File: src/rtl/fir_out_decim_if.sv
// Output handshake bundle of fir_out_decim: FIFO head word toward the next consumer.
interface fir_out_decim_if #(
    parameter int OUT_W = 16
);
    logic [OUT_W-1:0] m_data;
    logic             m_valid;
    logic             m_ready;

    modport master (output m_data, output m_valid, input m_ready);
    modport slave  (input m_data, input m_valid, output m_ready);
endinterface

File: src/rtl/fir_out_decim.sv
// Block-average decimator (round-half-up) for fir_filter output, followed by a
// first-word-fall-through FIFO with valid/ready drain and a sticky overflow flag.
module fir_out_decim #(
    parameter int IN_W     = 16,
    parameter int OUT_W    = 16,
    parameter int DEC_LOG2 = 2,
    parameter int DEPTH    = 8
) (
    input  logic                     clk,
    input  logic                     res,
    input  logic [IN_W-1:0]          y_in,
    input  logic                     y_valid,
    fir_out_decim_if.master          m,
    output logic [$clog2(DEPTH):0]   fill,
    output logic                     overflow
);
    localparam int D  = 1 << DEC_LOG2;
    localparam int AW = IN_W + DEC_LOG2;
    localparam int CW = (DEC_LOG2 > 0) ? DEC_LOG2 : 1;
    localparam int PW = $clog2(DEPTH);
    localparam int FW = PW + 1;
    localparam int R  = (DEC_LOG2 > 0) ? (1 << (DEC_LOG2 - 1)) : 0;

    logic [AW-1:0]    acc;
    logic [CW-1:0]    cnt;
    logic [AW-1:0]    sum;
    logic [IN_W-1:0]  avg;
    logic [OUT_W-1:0] out_word;
    logic             last;
    logic             complete;
    logic             pop;
    logic             push;
    logic             full;

    logic [OUT_W-1:0] mem [DEPTH];
    logic [PW-1:0]    wp;
    logic [PW-1:0]    rp;

    always_comb begin
        last     = (cnt == CW'(D - 1));
        complete = y_valid && last;
        sum      = acc + AW'(y_in) + AW'(R);
        avg      = IN_W'(sum >> DEC_LOG2);
    end

    generate
        if (OUT_W >= IN_W) begin : g_zext
            assign out_word = OUT_W'(avg);
        end else begin : g_sat
            assign out_word = (|avg[IN_W-1:OUT_W]) ? '1 : avg[OUT_W-1:0];
        end
    endgenerate

    // A full FIFO still accepts the new word when the head leaves on the same edge.
    always_comb begin
        full      = (fill == FW'(DEPTH));
        m.m_valid = (fill != '0);
        m.m_data  = m.m_valid ? mem[rp] : '0;
        pop       = m.m_valid && m.m_ready;
        push      = complete && (!full || pop);
    end

    always_ff @(posedge clk) begin
        if (res) begin
            acc <= '0;
            cnt <= '0;
        end else if (y_valid) begin
            if (last) begin
                acc <= '0;
                cnt <= '0;
            end else begin
                acc <= acc + AW'(y_in);
                cnt <= cnt + CW'(1);
            end
        end
    end

    always_ff @(posedge clk) begin
        if (!res && push) begin
            mem[wp] <= out_word;
        end
    end

    always_ff @(posedge clk) begin
        if (res) begin
            wp       <= '0;
            rp       <= '0;
            fill     <= '0;
            overflow <= 1'b0;
        end else begin
            if (push) begin
                wp <= wp + PW'(1);
            end
            if (pop) begin
                rp <= rp + PW'(1);
            end
            case ({push, pop})
                2'b10:   fill <= fill + FW'(1);
                2'b01:   fill <= fill - FW'(1);
                default: fill <= fill;
            endcase
            if (complete && !push) begin
                overflow <= 1'b1;
            end
        end
    end
endmodule

File: src/flat_wrapper.sv
// flat-port wrapper written by rule: the top's interface ports become plain ports
module fir_out_decim_flat 
#(
    parameter int IN_W     = 16,
    parameter int OUT_W    = 16,
    parameter int DEC_LOG2 = 2,
    parameter int DEPTH    = 8
)
  (clk, res, y_in, y_valid, fill, overflow, m_m_data, m_m_valid, m_m_ready);
  fir_out_decim_if #(.OUT_W(OUT_W)) m_i ();
  input  logic clk;
  input  logic res;
  input  logic [IN_W-1:0] y_in;
  input  logic y_valid;
  output logic [$clog2(DEPTH):0] fill;
  output logic overflow;
  output wire logic [$bits(m_i.m_data)-1:0] m_m_data;
  output wire logic [$bits(m_i.m_valid)-1:0] m_m_valid;
  input wire logic [$bits(m_i.m_ready)-1:0] m_m_ready;
  assign m_m_data = m_i.m_data;
  assign m_m_valid = m_i.m_valid;
  assign m_i.m_ready = m_m_ready;
  fir_out_decim #(.IN_W(IN_W), .OUT_W(OUT_W), .DEC_LOG2(DEC_LOG2), .DEPTH(DEPTH)) u_core (.clk(clk), .res(res), .y_in(y_in), .y_valid(y_valid), .m(m_i), .fill(fill), .overflow(overflow));
endmodule
File: config.mk
export PLATFORM = sky130hd
export DESIGN_NAME = fir_out_decim_flat
export DESIGN_NICKNAME = d
export VERILOG_FILES = /design/src/rtl/fir_out_decim_if.sv /design/src/rtl/fir_out_decim.sv /design/src/flat_wrapper.sv
export SDC_FILE = /design/constraint.sdc
export NUM_CORES = 1
export LEC_CHECK = 0
export ABC_AREA = 1
export CORE_ASPECT_RATIO = 1.2
export CORE_UTILIZATION = 36
export CTS_BUF_LIST = sky130_fd_sc_hd__clkbuf_4 sky130_fd_sc_hd__clkbuf_8
export DETAILED_ROUTE_END_ITERATION = 10
export GPL_TIMING_DRIVEN = 1
export PLACE_DENSITY = 0.54
export SLEW_MARGIN = 20
export SYNTH_ARGS = -nofsm -noshare
export SYNTH_HDL_FRONTEND = slang
export SYNTH_SLANG_ARGS = --single-unit
File: constraint.sdc
create_clock -name clk -period 2.4 [get_ports clk]
set_input_delay 0.48 -clock clk [delete_from_list [all_inputs] [get_ports clk]]
set_output_delay 0.48 -clock clk [all_outputs]
set_load 0.02 [all_outputs]
==> results of run 1 <==
## power groups by stage
stage	clock, mW	combinational, mW	sequential, mW
4_1_cts	2.02	4.52	3.37
3_5_place_dp	0	4.60	3.42
2_1_floorplan	0	2.30	3.45
6_report	1.98	5.18	3.42
5_1_grt	2.11	5.67	3.44
3_3_place_gp	0	4.56	3.42
## path summary, 6_finish.rpt
kind                                    start                to  slack, ps  cells after the start
worst max-delay path            u_core.acc[0]  u_core.mem[6][8]         30                     10
worst min-delay path             u_core.rp[2]      u_core.rp[2]        470                      2
worst min register to register   u_core.rp[2]      u_core.rp[2]        470                      2
worst max register to register  u_core.acc[0]  u_core.mem[6][8]         30                     10
## layout make-up
cell class | count | area (sq um)
clock inverters | 15 | 156
repair buffers | 171 | 1690
multi-input cells | 587 | 3450
clock buffers | 17 | 234
fillers | 2013 | 11000
inverters | 83 | 327
well taps | 274 | 343
flip-flops and latches | 162 | 4540
## cell usage after synthesis (2+ instances only)
cell,number
o21ai_1,3
nand2_4,3
nand3b_1,3
nand2_2,19
buf_1,6
inv_2,4
edfxtp_1,128
nand2_1,168
ha_1,22
dfxtp_1,34
nor3_1,8
nor2_1,133
clkbuf_1,21
a21oi_2,2
nand3_2,4
nor2_4,3
nand4_1,4
fa_1,2
and2_1,3
nor2_2,4
a31oi_1,16
a211oi_1,2
o22ai_1,16
a21oi_1,35
o21ai_0,88
nand3_1,31
xor2_1,9
inv_1,79
## cell usage in the layout (no fill, tap or decap), drive strengths merged
| cell type | netlist | layout |
|---|---|---|
| dlymetal6s2s | 0 | 2 |
| dlygate4sd2 | 0 | 2 |
| nand3b | 4 | 4 |
| nor3b | 1 | 1 |
| inv | 83 | 87 |
| o22ai | 16 | 16 |
| o21bai | 1 | 1 |
| nand2 | 190 | 190 |
| o21ai | 91 | 91 |
| and2 | 3 | 3 |
| a31oi | 16 | 16 |
| clkdlybuf4s50 | 0 | 21 |
| nor2 | 141 | 141 |
| clkinv | 0 | 5 |
| a21oi | 37 | 37 |
| xor2 | 10 | 10 |
| fa | 2 | 2 |
| a211oi | 2 | 2 |
| bufinv | 0 | 2 |
| dfxtp | 34 | 34 |
| edfxtp | 128 | 128 |
| or2 | 2 | 2 |
| nor3 | 8 | 8 |
| nand3 | 35 | 35 |
| buf | 7 | 141 |
| clkbuf | 21 | 22 |
| clkinvlp | 0 | 4 |
| ha | 22 | 22 |
| xnor2 | 1 | 1 |
| o21a | 1 | 1 |
| nand4 | 4 | 4 |
## layer usage
layer  vias to the layer above  routed length [microns]  track usage
li1                       3231                        -            -
met4                         0                      434       0.0619
met5                         -                        0            0
met2                       114                    10500        0.330
met1                      2869                     8590        0.215
met3                        32                      622       0.0282
## sequential cells by signal, summed over array words and instances, names as in the netlist, named ones only
| signal | flops |
|---|---|
| u_core.acc | 18 |
| u_core.fill | 4 |
| u_core.cnt | 2 |
| u_core.rp | 3 |
| u_core.overflow | 1 |
| u_core.mem | 128 |
| u_core.wp | 3 |
## through the flow
stage               cells   util  setup slack (ps)  area, sq um  hold WS [ps]
detailed placement   1265  0.449              -775         9750           454
CTS                  1297  0.467             -82.4        10100           470
finish               1309  0.495              34.4        10700           468
floorplan             860      -              -292         7990           433
global placement     1265  0.449              -769         9750           457
global route         1309  0.495              -111        10700           500
## kinds of logic after synthesis
kind of cell             count (synthesis)  synth area share
XOR/XNOR                                11            0.0131
adder cells (fa/ha/maj)                 24            0.0397
flip-flops                             162             0.569
AO/OA/AOI/OAI                          164             0.111
AND/OR/NAND/NOR                        388             0.215
buffers and inverters                  111            0.0526
## repair_timing
action                     4_1_cts  5_1_grt
cloned                           1        6
setup endpoints to repair      129      113
gates resized for setup        100      124
buffers inserted                 0        8
hold buffers                     0        0
pin swaps                       18       28
## worst max-delay path, cell delays in order (launching register included)
cell,delay (ps)
dfxtp_2,350
ha_4,160
fa_2,580
inv_2,40
nor2_2,110
nand3_2,80
nor2_2,120
nand2_2,70
nor2_4,120
nand2_4,100
xor2_1,390
==> metrics.md, run 1 <==
| Metric | Value |
|---|---|
| Root Buffer | `clkbuf_8` |
| Lkg Pwr | `4.34 nW` |
| Net count after synthesis | `904` |
| CTS clk-pin slew, worst paths | `90 ps` |
| Area contributors post-synth | `edfxtp_1, dfxtp_1, nand2_1` |
| Syn Inst Count | `860` |
| Clock share of power | `0.187` |
| Final setup TNS | `0 ps` |
| Syn_area_per_cell | `9.24 sq um` |
| Finish-stage setup viols | `0` |
| Initial antenna violation count | `0` |
| Worst hold path class | `reg -> reg` |
| Synth unique cells | `38` |
| Row count | `59` |
| Relative slew slack | `0.695` |
| Grt total ovfl | `0` |
| RSZ-0062 raised after global routing | `yes` |
| I/O Pins | `42` |
| Syn. warnings | `0` |
| Ant. Diodes | `0` |
| Total CTS buffers | `17` |
| Power Density | `986 nW/um^2` |
| Core area | `21,700 sq um` |
| CTS tree | `done` |
| NetSw | `between 3 and 4 mW` |
| Signal arrival time at the worst endpoint | `2580 ps` |
| Total number of vias | `around 6,200` |
| First-pass GRT wire length | `30,400 microns` |
| Initial Utilization | `0.366` |
| WL/cell | `about 15 microns` |
| Internal | `~6.6 mW` |
| Routed Antenna Nets | `0` |
| Layout cells sized above 1 | `0.291` |
| Synth area leader | `edfxtp_1` |
| Worst-Skew Late Latency | `460 ps` |
| Final period utilization | `0.986` |
| Fin. max-slew vios | `0` |
| H-tree levels | `4` |
| Nets | `1,066` |
| Hold Fails Final Rpt | `0` |
| EDFF count, synth | `128` |
| Reg power frac | `0.323` |
| Time the worst path needs with I/O delays and setup | `2370 ps` |
| Pin count of the biggest net entering global routing | `33` |
| Remaining DRCs | `0` |
| Max IR drop VDD | `529 uV` |
| Vias per cell | `4.77` |
| Worst slew pin tran | `456 ps` |
| Worst endpoint required time | `2610 ps` |
| Yosys reg bits | `roughly 160` |
| Die ar. | `between 20,000 and 25,000 sq um` |
| Gp weighted congestion | `0.815` |
| Critical path type | `reg -> reg` |
| TritonCTS Sinks | `162` |
| Comb power frac | `0.489` |
| Crit. End Element | `flip-flop` |
| Crit-path max FO | `8` |
| Design Power | `between 10 and 15 mW` |
| Peak Freq | `423 MHz` |
| Status | `finished clean` |
| First-pass detailed-route iteration total | `4` |
| Synth Flop Type | `edfxtp_1` |
| Overall routing resource usage | `0.182` |
| Share of the synthesized area in the top cell type | `0.484` |
| Post-Syn Area | `7950 sq um` |
| Max-Cap Viols | `0` |
| Seq/Total Area, Yosys | `0.569` |
| Number of global-route vias before repair | `a little under 6,000` |
| Clk_skew | `15.8 ps` |
| Clk buf depth | `2` |
| Final WL | `between 20,000 and 25,000 microns` |
| Post-synth ARST share | `0` |
| Die X | `138 microns` |
| Drt initial violations | `~350` |
| Hpwl dp | `13,300 microns` |
| Area Overhead vs Synth | `35.1%` |
| Die height | `165 microns` |
| Net Sw Frac | `0.372` |
| Worst Setup Start Kind | `flip-flop` |
| Port-buffer cells | `41` |
No activity file was read; power rests on OpenSTA's default activity.
==> run 2: changes to the inputs <==
CAP_MARGIN = 10   (was unset)
==> results of run 2 <==
Final layout, timing and power as in run 1 (identical DEF).
==> run 3: changes to the inputs <==
clock period = 2.1 ns   (was 2.4 ns; I/O delays follow)
==> metrics.md, run 3 (synthesis gave the netlist of run 1 again) <==
| Metric | Value |
|---|---|
| Root Buffer | `clkbuf_8` |
| WL/cell | `16.2 microns` |
| Number of global-route vias before repair | `6,183` |
| Die X | `138 microns` |
| Failing checks | `negative setup slack` |
| Worst-Skew Late Latency | `470 ps` |
| Time the worst path needs with I/O delays and setup | `between 2000 and 2500 ps` |
| Most flops, register | `u_core.mem` |
| Finish-stage setup viols | `approximately 130` |
| Drt initial violations | `280` |
| Final setup TNS | `-32,730 ps` |
| Placed cell area | `roughly 9800 sq um` |
| Initial Utilization | `0.366` |
| Critical path type | `reg -> reg` |
| Die ar. | `22,700 sq um` |
| Setup ws final | `-346 ps` |
| First-pass detailed-route iteration total | `4` |
| Biggest registers after layout | `u_core.mem (128), u_core.acc (18), u_core.fill (4)` |
| R2R depth | `15` |
| Relative slew slack | `0.561` |
| Area Overhead vs Synth | `44.5%` |
| Routed Antenna Nets | `0` |
| Hold slack | `462 ps` |
| Power Density | `approximately 1200 nW/um^2` |
| Grt total ovfl | `0` |
| Overall routing resource usage | `0.194` |
| Hold Fails Final Rpt | `0` |
| Port-buffer cells | `41` |
| Vias per cell | `just under 5` |
| Clk_skew | `15.4 ps` |
| Worst endpoint required time | `roughly 2300 ps` |
| Pin count of the biggest net entering global routing | `33` |
| Row count | `59` |
| Pre-CTS WS | `-1040 ps` |
| Layout cells sized above 1 | `0.365` |
| Signal arrival time at the worst endpoint | `2660 ps` |
| Ant. Diodes | `0` |
| Hpwl dp | `12,700 microns` |
| Die height | `165 microns` |
| Most frequent cells in the layout | `nand2_1, edfxtp_1, nor2_1` |
| Commonest non-fill, non-tap cell in the layout | `nand2_1` |
| Total number of vias | `6,475` |
| Core area | `~22,000 sq um` |
| Worst hold path stage count | `2` |
| Final WL | `between 20,000 and 25,000 microns` |
| RSZ-0062 raised after global routing | `yes` |
| CTS Hold Bufs | `0` |
| Fin. max-slew vios | `0` |
| Largest register FFs | `between 100 and 150` |
| Worst Setup Start Kind | `flip-flop` |
| Initial antenna violation count | `0` |
| Design Power | `13.4 mW` |
| Status | `finished, violations left` |
| Total CTS buffers | `17` |
| Clk buf depth | `2` |
| R2R setup slack | `-350 ps` |
| Final period utilization | `1.16` |
| CTS clk-pin slew, worst paths | `~100 ps` |
| Nets | `1,087` |
| I/O Pins | `42` |
| Crit. End Element | `flip-flop` |
| First-pass GRT wire length | `32,300 microns` |
| Lkg Pwr | `4.62 nW` |
| H-tree levels | `4` |
| Max-Cap Viols | `0` |
| Post-route cell area | `11,500 sq um` |
| Peak Freq | `409 MHz` |
| Worst hold path class | `reg -> reg` |
| Gp weighted congestion | `0.821` |
| Worst slew pin tran | `656 ps` |
| Crit-path max FO | `8` |
| CTS tree | `done` |
| TritonCTS Sinks | `162` |
| Max IR drop VDD | `909 uV` |
| Remaining DRCs | `0` |
## run 3: report_power, final
group          internal [mW]  switching [mW]
sequential              3.77           0.146
combinational           3.58            3.69
clock                  0.870            1.32
## run 3: final timing paths
path / start / endpoint
min: u_core.rp[2] / flip-flop
min reg2reg: u_core.rp[2] / flip-flop
max: u_core.acc[0] / u_core.mem[1][11]
max reg2reg: u_core.acc[0] / u_core.mem[1][11]
## run 3: area by class of cell
type	instances	area, sq um
fill	1969	10200
inverter	83	329
multi-input combinational	587	3770
tap	274	343
timing repair buffer	192	2120
clock buffer	17	234
clock inverter	15	143
sequential	162	4540
## run 3: critical path: stages, from the launching register on
cell	delay (ps)
dfxtp_2	350
ha_4	160
fa_2	370
nand2_2	90
nand2_2	70
inv_2	60
ha_2	180
nand3_2	90
nor2_4	170
nand3_4	100
nor2_4	180
nand2_4	100
nor2_2	80
nand2_1	50
nand2_1	70
inv_2	70
## run 3: routing by layer
layer	up-vias	share of wire	GRT usage
met4	0	0.021	0.0729
met5	-	0	0
met3	28	0.023	0.0276
met2	95	0.52	0.343
li1	3282	-	-
met1	3070	0.43	0.236
## run 3: per-stage QoR
stage | utilization | cells
CTS | 0.492 | 1309
detailed placement | 0.450 | 1254
global route | 0.529 | 1330
global placement | 0.450 | 1254
floorplan | - | 860
finish | 0.529 | 1330
## run 3: what timing repair did
item	4_1_cts	5_1_grt
gates cloned	6	6
pin swaps	30	84
hold endpoints to repair	0	0
endpoints found under the setup margin	139	140
buffers inserted	18	17
resized for setup	188	173
